## src/rtl/traffic_phase_scheduler_if.sv

```systemverilog
// traffic_phase_scheduler_if: request/preempt inputs and light/status outputs of the phase scheduler
interface traffic_phase_scheduler_if;
   logic [3:0] req;
   logic       emerg_valid;
   logic [1:0] emerg_dir;
   logic [1:0] North_light;
   logic [1:0] East_light;
   logic [1:0] South_light;
   logic [1:0] West_light;
   logic [1:0] phase;
   logic [1:0] active_dir;
   logic       preempt_active;
   modport master (
      output req, emerg_valid, emerg_dir,
      input  North_light, East_light, South_light, West_light, phase, active_dir, preempt_active
   );
   modport slave (
      input  req, emerg_valid, emerg_dir,
      output North_light, East_light, South_light, West_light, phase, active_dir, preempt_active
   );
endinterface

```

## src/rtl/traffic_phase_scheduler.sv

```systemverilog
// traffic_phase_scheduler: round-robin request-driven green/yellow/all-red scheduler; EMERG_PREEMPT_EN adds emergency preemption
module traffic_phase_scheduler #(
   parameter int GREEN_MIN = 4,
   parameter int GREEN_MAX = 10,
   parameter int YELLOW_T  = 2,
   parameter int ALLRED_T  = 2,
   parameter int TIMER_W   = 8
) (
   input logic clk,
   input logic rst,
   traffic_phase_scheduler_if.slave bus
);
   localparam logic [1:0] S_AR = 2'b00;
   localparam logic [1:0] S_GR = 2'b01;
   localparam logic [1:0] S_YE = 2'b10;
   localparam logic [TIMER_W-1:0] L_AR   = TIMER_W'(ALLRED_T - 1);
   localparam logic [TIMER_W-1:0] L_GMIN = TIMER_W'(GREEN_MIN - 1);
   localparam logic [TIMER_W-1:0] L_GMAX = TIMER_W'(GREEN_MAX - 1);
   localparam logic [TIMER_W-1:0] L_YE   = TIMER_W'(YELLOW_T - 1);

   logic [1:0]         r_state, r_dir, w_state, w_next_dir, w_grant, w_edir, w_on;
   logic [TIMER_W-1:0] r_timer, w_lim;
   logic               r_preempt, w_emerg;
   logic [3:0]         w_others;

`ifdef EMERG_PREEMPT_EN
   assign w_emerg = bus.emerg_valid;
   assign w_edir  = bus.emerg_dir;
`else
   logic w_unused;
   assign w_unused = ^{bus.emerg_valid, bus.emerg_dir};
   assign w_emerg  = 1'b0;
   assign w_edir   = 2'd0;
`endif

   assign w_others = bus.req & ~(4'b0001 << r_dir);
   assign w_grant  = w_emerg ? w_edir : w_next_dir;
   assign w_lim    = (r_state == S_AR) ? L_AR : (r_state == S_GR) ? L_GMAX : L_YE;

   // round-robin search: nearest requesting direction after r_dir, r_dir itself last
   always_comb begin
      w_next_dir = r_dir;
      for (int i = 4; i >= 1; i--)
         if (bus.req[r_dir + 2'(i)]) w_next_dir = r_dir + 2'(i);
   end

   // state register with phase timer, granted direction and preempt flag
   always_ff @(posedge clk) begin
      if (rst) begin
         r_state   <= S_AR;
         r_dir     <= 2'd3;
         r_timer   <= '0;
         r_preempt <= 1'b0;
      end else begin
         r_state   <= w_state;
         r_timer   <= (w_state != r_state) ? '0 : (r_timer >= w_lim) ? r_timer : r_timer + 1'b1;
         r_dir     <= (r_state == S_AR && w_state == S_GR) ? w_grant : r_dir;
         r_preempt <= w_emerg;
      end
   end

   // next-state: timed clearance, gap-out/max-out from green, preemption overrides green timing
   always_comb begin
      w_state = r_state;
      case (r_state)
         S_AR: if (r_timer >= L_AR && (w_emerg || bus.req != 4'd0)) w_state = S_GR;
         S_GR: if (w_emerg) begin
                  if (w_edir != r_dir) w_state = S_YE;
               end else if (w_others != 4'd0 &&
                            ((r_timer >= L_GMIN && !bus.req[r_dir]) || r_timer >= L_GMAX))
                  w_state = S_YE;
         S_YE: if (r_timer >= L_YE) w_state = S_AR;
         default: w_state = S_AR;
      endcase
   end

   // output decode from registered phase and direction only
   always_comb begin
      w_on               = (r_state == S_GR) ? 2'b10 : (r_state == S_YE) ? 2'b01 : 2'b00;
      bus.North_light    = (r_dir == 2'd0) ? w_on : 2'b00;
      bus.East_light     = (r_dir == 2'd1) ? w_on : 2'b00;
      bus.South_light    = (r_dir == 2'd2) ? w_on : 2'b00;
      bus.West_light     = (r_dir == 2'd3) ? w_on : 2'b00;
      bus.phase          = r_state;
      bus.active_dir     = r_dir;
      bus.preempt_active = r_preempt;
   end
endmodule

```

## src/flat_wrapper.sv

```systemverilog
// flat-port wrapper written by rule: the top's interface ports become plain ports
module traffic_phase_scheduler_flat 
#(
   parameter int GREEN_MIN = 4,
   parameter int GREEN_MAX = 10,
   parameter int YELLOW_T  = 2,
   parameter int ALLRED_T  = 2,
   parameter int TIMER_W   = 8
)
  (clk, rst, bus_req, bus_emerg_valid, bus_emerg_dir, bus_North_light, bus_East_light, bus_South_light, bus_West_light, bus_phase, bus_active_dir, bus_preempt_active);
  traffic_phase_scheduler_if bus_i ();
  input logic clk;
  input logic rst;
  input wire logic [$bits(bus_i.req)-1:0] bus_req;
  input wire logic [$bits(bus_i.emerg_valid)-1:0] bus_emerg_valid;
  input wire logic [$bits(bus_i.emerg_dir)-1:0] bus_emerg_dir;
  output wire logic [$bits(bus_i.North_light)-1:0] bus_North_light;
  output wire logic [$bits(bus_i.East_light)-1:0] bus_East_light;
  output wire logic [$bits(bus_i.South_light)-1:0] bus_South_light;
  output wire logic [$bits(bus_i.West_light)-1:0] bus_West_light;
  output wire logic [$bits(bus_i.phase)-1:0] bus_phase;
  output wire logic [$bits(bus_i.active_dir)-1:0] bus_active_dir;
  output wire logic [$bits(bus_i.preempt_active)-1:0] bus_preempt_active;
  assign bus_i.req = bus_req;
  assign bus_i.emerg_valid = bus_emerg_valid;
  assign bus_i.emerg_dir = bus_emerg_dir;
  assign bus_North_light = bus_i.North_light;
  assign bus_East_light = bus_i.East_light;
  assign bus_South_light = bus_i.South_light;
  assign bus_West_light = bus_i.West_light;
  assign bus_phase = bus_i.phase;
  assign bus_active_dir = bus_i.active_dir;
  assign bus_preempt_active = bus_i.preempt_active;
  traffic_phase_scheduler #(.GREEN_MIN(GREEN_MIN), .GREEN_MAX(GREEN_MAX), .YELLOW_T(YELLOW_T), .ALLRED_T(ALLRED_T), .TIMER_W(TIMER_W)) u_core (.clk(clk), .rst(rst), .bus(bus_i));
endmodule
```

## config.mk

```make
export PLATFORM = sky130hd
export DESIGN_NAME = traffic_phase_scheduler_flat
export DESIGN_NICKNAME = d
export VERILOG_FILES = /design/src/rtl/traffic_phase_scheduler_if.sv /design/src/rtl/traffic_phase_scheduler.sv /design/src/flat_wrapper.sv
export SDC_FILE = /design/constraint.sdc
export NUM_CORES = 1
export LEC_CHECK = 0
export CAP_MARGIN = 15
export CORE_MARGIN = 2
export CORE_UTILIZATION = 25
export DETAILED_ROUTE_END_ITERATION = 6
export GPL_TIMING_DRIVEN = 0
export PLACE_DENSITY_LB_ADDON = 0.2
export SYNTH_ARGS = -nofsm -noshare
export SYNTH_HDL_FRONTEND = slang
export SYNTH_SLANG_ARGS = --single-unit
export TNS_END_PERCENT = 5
```

## constraint.sdc

```tcl
create_clock -name clk -period 2.1 [get_ports clk]
set_clock_uncertainty 0.05 [all_clocks]
set_input_delay 0.42 -clock clk [delete_from_list [all_inputs] [get_ports clk]]
set_output_delay 0.42 -clock clk [all_outputs]
set_load 0.03 [all_outputs]
```

==> results.md, run 1 <==
- Status: completed
- Vias in the first global route: 868
- Clock latency on the worst-skew pair: about 240 ps
- Syn Std Cell Area: 0.00102 mm²
- Die area: 0.00461 mm²
- Diode count: 0
- Layout cells sized above 1: 22.6%
- Synthesized Nets: ~130
- Delay-heaviest family, CP: buffers and inverters
- Total CTS buffers: 3
- FF+latch count, synth: 12
- CTS Sinks: 12
- Post-synth cell types: 45
- Combinational share of power: 61.5%
- CTS tree: yes
- Syn-to-layout area delta: 28.0%
- Slew Viols, Final: 0
- RSZ-0062 raised after global routing: true
- First-pass GRT wire length: between 3000 and 4000 µm
- Final setup viols: 0
- Clk pwr share: 15.8%
- Max Fclk: approximately 0.5 GHz
- Post-DRT Antenna Nets: 0
- Post-DP Area: 0.00125 mm²
- Critical path arrival: approximately 1500 ps
- Final wirelength: 2200 µm
- Vias per std cell: a little under 5
- Largest net degree at the start of global routing: 10
- H-tree levels: 1
- Total negative setup slack: 0 ps
- WS Path Type: flop to output port
- Ports: 22
- Grt ovf: 0
- Vias: ~880
- Reg clk slew, reported paths: 60 ps
- Commonest cells after routing, fill and taps aside: and2_1 (11), nor2_1 (10), inv_1 (9), dfxtp_1 (9), ha_1 (8)
- Rows: 23
- IO Port Bufs: 17
- Total track usage: 10.9%
- Average cell area after synthesis: 9.10 µm²
- Max incr delay on CP: 360 ps
- Drt pass-1 iters: 4
- CP max stage cell: dfxtp_2
- Switching power: 0.681 mW
- CP Max Fanout: 9
- Core footprint: 0.00397 mm²
- Cell Count Post-Placement: 179
- Fin cells: 183
- Leading cell type in the layout, fill and taps excluded: and2_1
- Period Utilization, post-route: 94.9%
- Post-DP HPWL: between 1500 and 2000 µm
- Synth warnings: 0
- Cells along the critical path: buf_4, inv_1, ha_1, and2_1, clkdlybuf4s15_1
- Remaining DRCs: 0
- Flop pwr share: a little under a quarter
- Initial drt markers: 34
- Worst EP required: 1630 ps
- Hold Vio Cnt, Final: 0
- Avg WL per Cell: 12.0 µm
- Hold buffers post-CTS: 0
- Critical Path Source Type: flop
- CTS Root Cell: clkbuf_8
- Main synth FF type: dfxtp_1
- Post-CTS setup buffer count: 0
- Initial Util: between 20% and 30%
- Nets: approximately 150
- Gpl congestion: 0.760
- Tmin final: 1990 ps
- Switching Fraction: between 40 and 50%
- Design Area, Final: 0.00131 mm²
- Seq/Total Area, Yosys: a little under a quarter
- Die X: 67.9 µm
- P per Cell Area: 1220 mW/mm²
- Lkg Pwr: 0.540 nW
- Async set or reset register ratio after synthesis: 0%
- Maxcap violations: 0
- CTS max path bufs: 2
- Die height: 67.9 µm
- Initial antenna violation count: 0
- Maximum vdd ir drop: 0.000297 V
- HP Class: flop to flop
- Worst Path Buf+Inv: 3
- Cell-internal power: 0.906 mW
- Post-Synthesis Cells: 112
- EDFF count, synth: 0
- Worst Setup End Kind: output port
-- repair_timing --
item | 4_1_cts | 5_1_grt
gates cloned | 0 | 0
gates resized for setup | 14 | 10
setup endpoints to repair | 16 | 8
-- cell usage after synthesis, drive strengths merged, types with 2 or more instances --
cell type	n	area share, %
nor3	4	2.0
buf	3	2.3
nor4	4	4.5
o221a	2	2.2
nand2	3	1.1
o221ai	3	3.2
nor2	11	4.0
mux2i	3	2.9
xnor2	3	2.6
ha	8	9.8
inv	9	3.3
and2	11	6.7
nand2b	5	3.1
a2bb2oi	2	1.7
or4	2	1.5
o211ai	2	1.5
a2111oi	3	3.4
dfxtp	12	24
o311ai	2	3.4
mux2	3	3.3
-- power groups by stage --
stage | combinational [mW] | sequential (mW) | clock (mW)
2_1_floorplan | 0.697 | 0.395 | 0
3_5_place_dp | 0.985 | 0.355 | 0
5_1_grt | 1.08 | 0.370 | 0.268
3_3_place_gp | 0.986 | 0.350 | 0
6_report | 0.977 | 0.359 | 0.251
4_1_cts | 0.979 | 0.355 | 0.257
-- stage by stage --
stage	utilization [%]	setup WS, ps	power, mW	hold WS (ps)
after floorplan	-	53.2	1.09	395
after global placement	31.6	-295	1.34	412
after detailed placement	31.6	-286	1.34	413
after CTS	32.8	-169	1.59	431
after global routing	32.9	-48.6	1.72	455
final	32.9	107	1.59	428
-- final timing paths --
| check | from | end | slack, ps | depth (start not counted) |
|---|---|---|---|---|
| hold reg to reg | u_core.r_timer[5]$_SDFFE_PP0N_ | u_core.r_timer[5]$_SDFFE_PP0N_ | 430 | 1 |
| hold / removal | u_core.r_timer[5]$_SDFFE_PP0N_ | u_core.r_timer[5]$_SDFFE_PP0N_ | 430 | 1 |
| setup / recovery | u_core.bus.active_dir[1]$_SDFFE_PP1P_ | bus_East_light[0] | 110 | 5 |
| setup reg to reg | u_core.bus.phase[0]$_SDFF_PP0_ | u_core.r_timer[3]$_SDFFE_PP0N_ | 160 | 8 |
-- cell type report --
cell class,instances,area [µm²]
multi-input cells,87,722
plain buffers,4,31.3
well taps,50,62.6
fillers,425,2670
repair buffers,17,154
flip-flops and latches,12,246
clock buffers,4,55.1
inverters,9,33.8
-- metal layers --
layer	routed length (µm)	share of wire, %	vias up	track usage, %
met2	1090	50	14	18.1
met1	1020	46	411	14.5
met4	35	1.6	0	4.75
li1	-	-	454	-
met5	0	0	-	0
met3	54	2.5	4	0.658
-- cell families (layout without fill, tap and decap cells) --
group                    Yosys count  count (layout)  share of synthesized area, %
AO/OA/AOI/OAI                     20              20                          20.7
XOR/XNOR                           3               3                          2.58
adder cells (fa/ha/maj)            8               8                          9.82
buffers and inverters             13              34                          6.13
flip-flops                        12              12                          23.6
multiplexers                       7               7                          8.47
other                              1               1                         0.368
AND/OR/NAND/NOR                   48              48                          28.3
-- sequential cells by signal, summed over array words and instances, names as in the netlist --
register	cells
u_core.bus.phase	2
u_core.bus.active_dir	2
u_core.r_timer	8
Power figures use the tool's default switching activity.
==> run 2: changes to the inputs <==
- CTS_CLUSTER_SIZE: not set -> 20
==> results of run 2 <==
Final layout, timing and power as in run 1 (identical DEF).
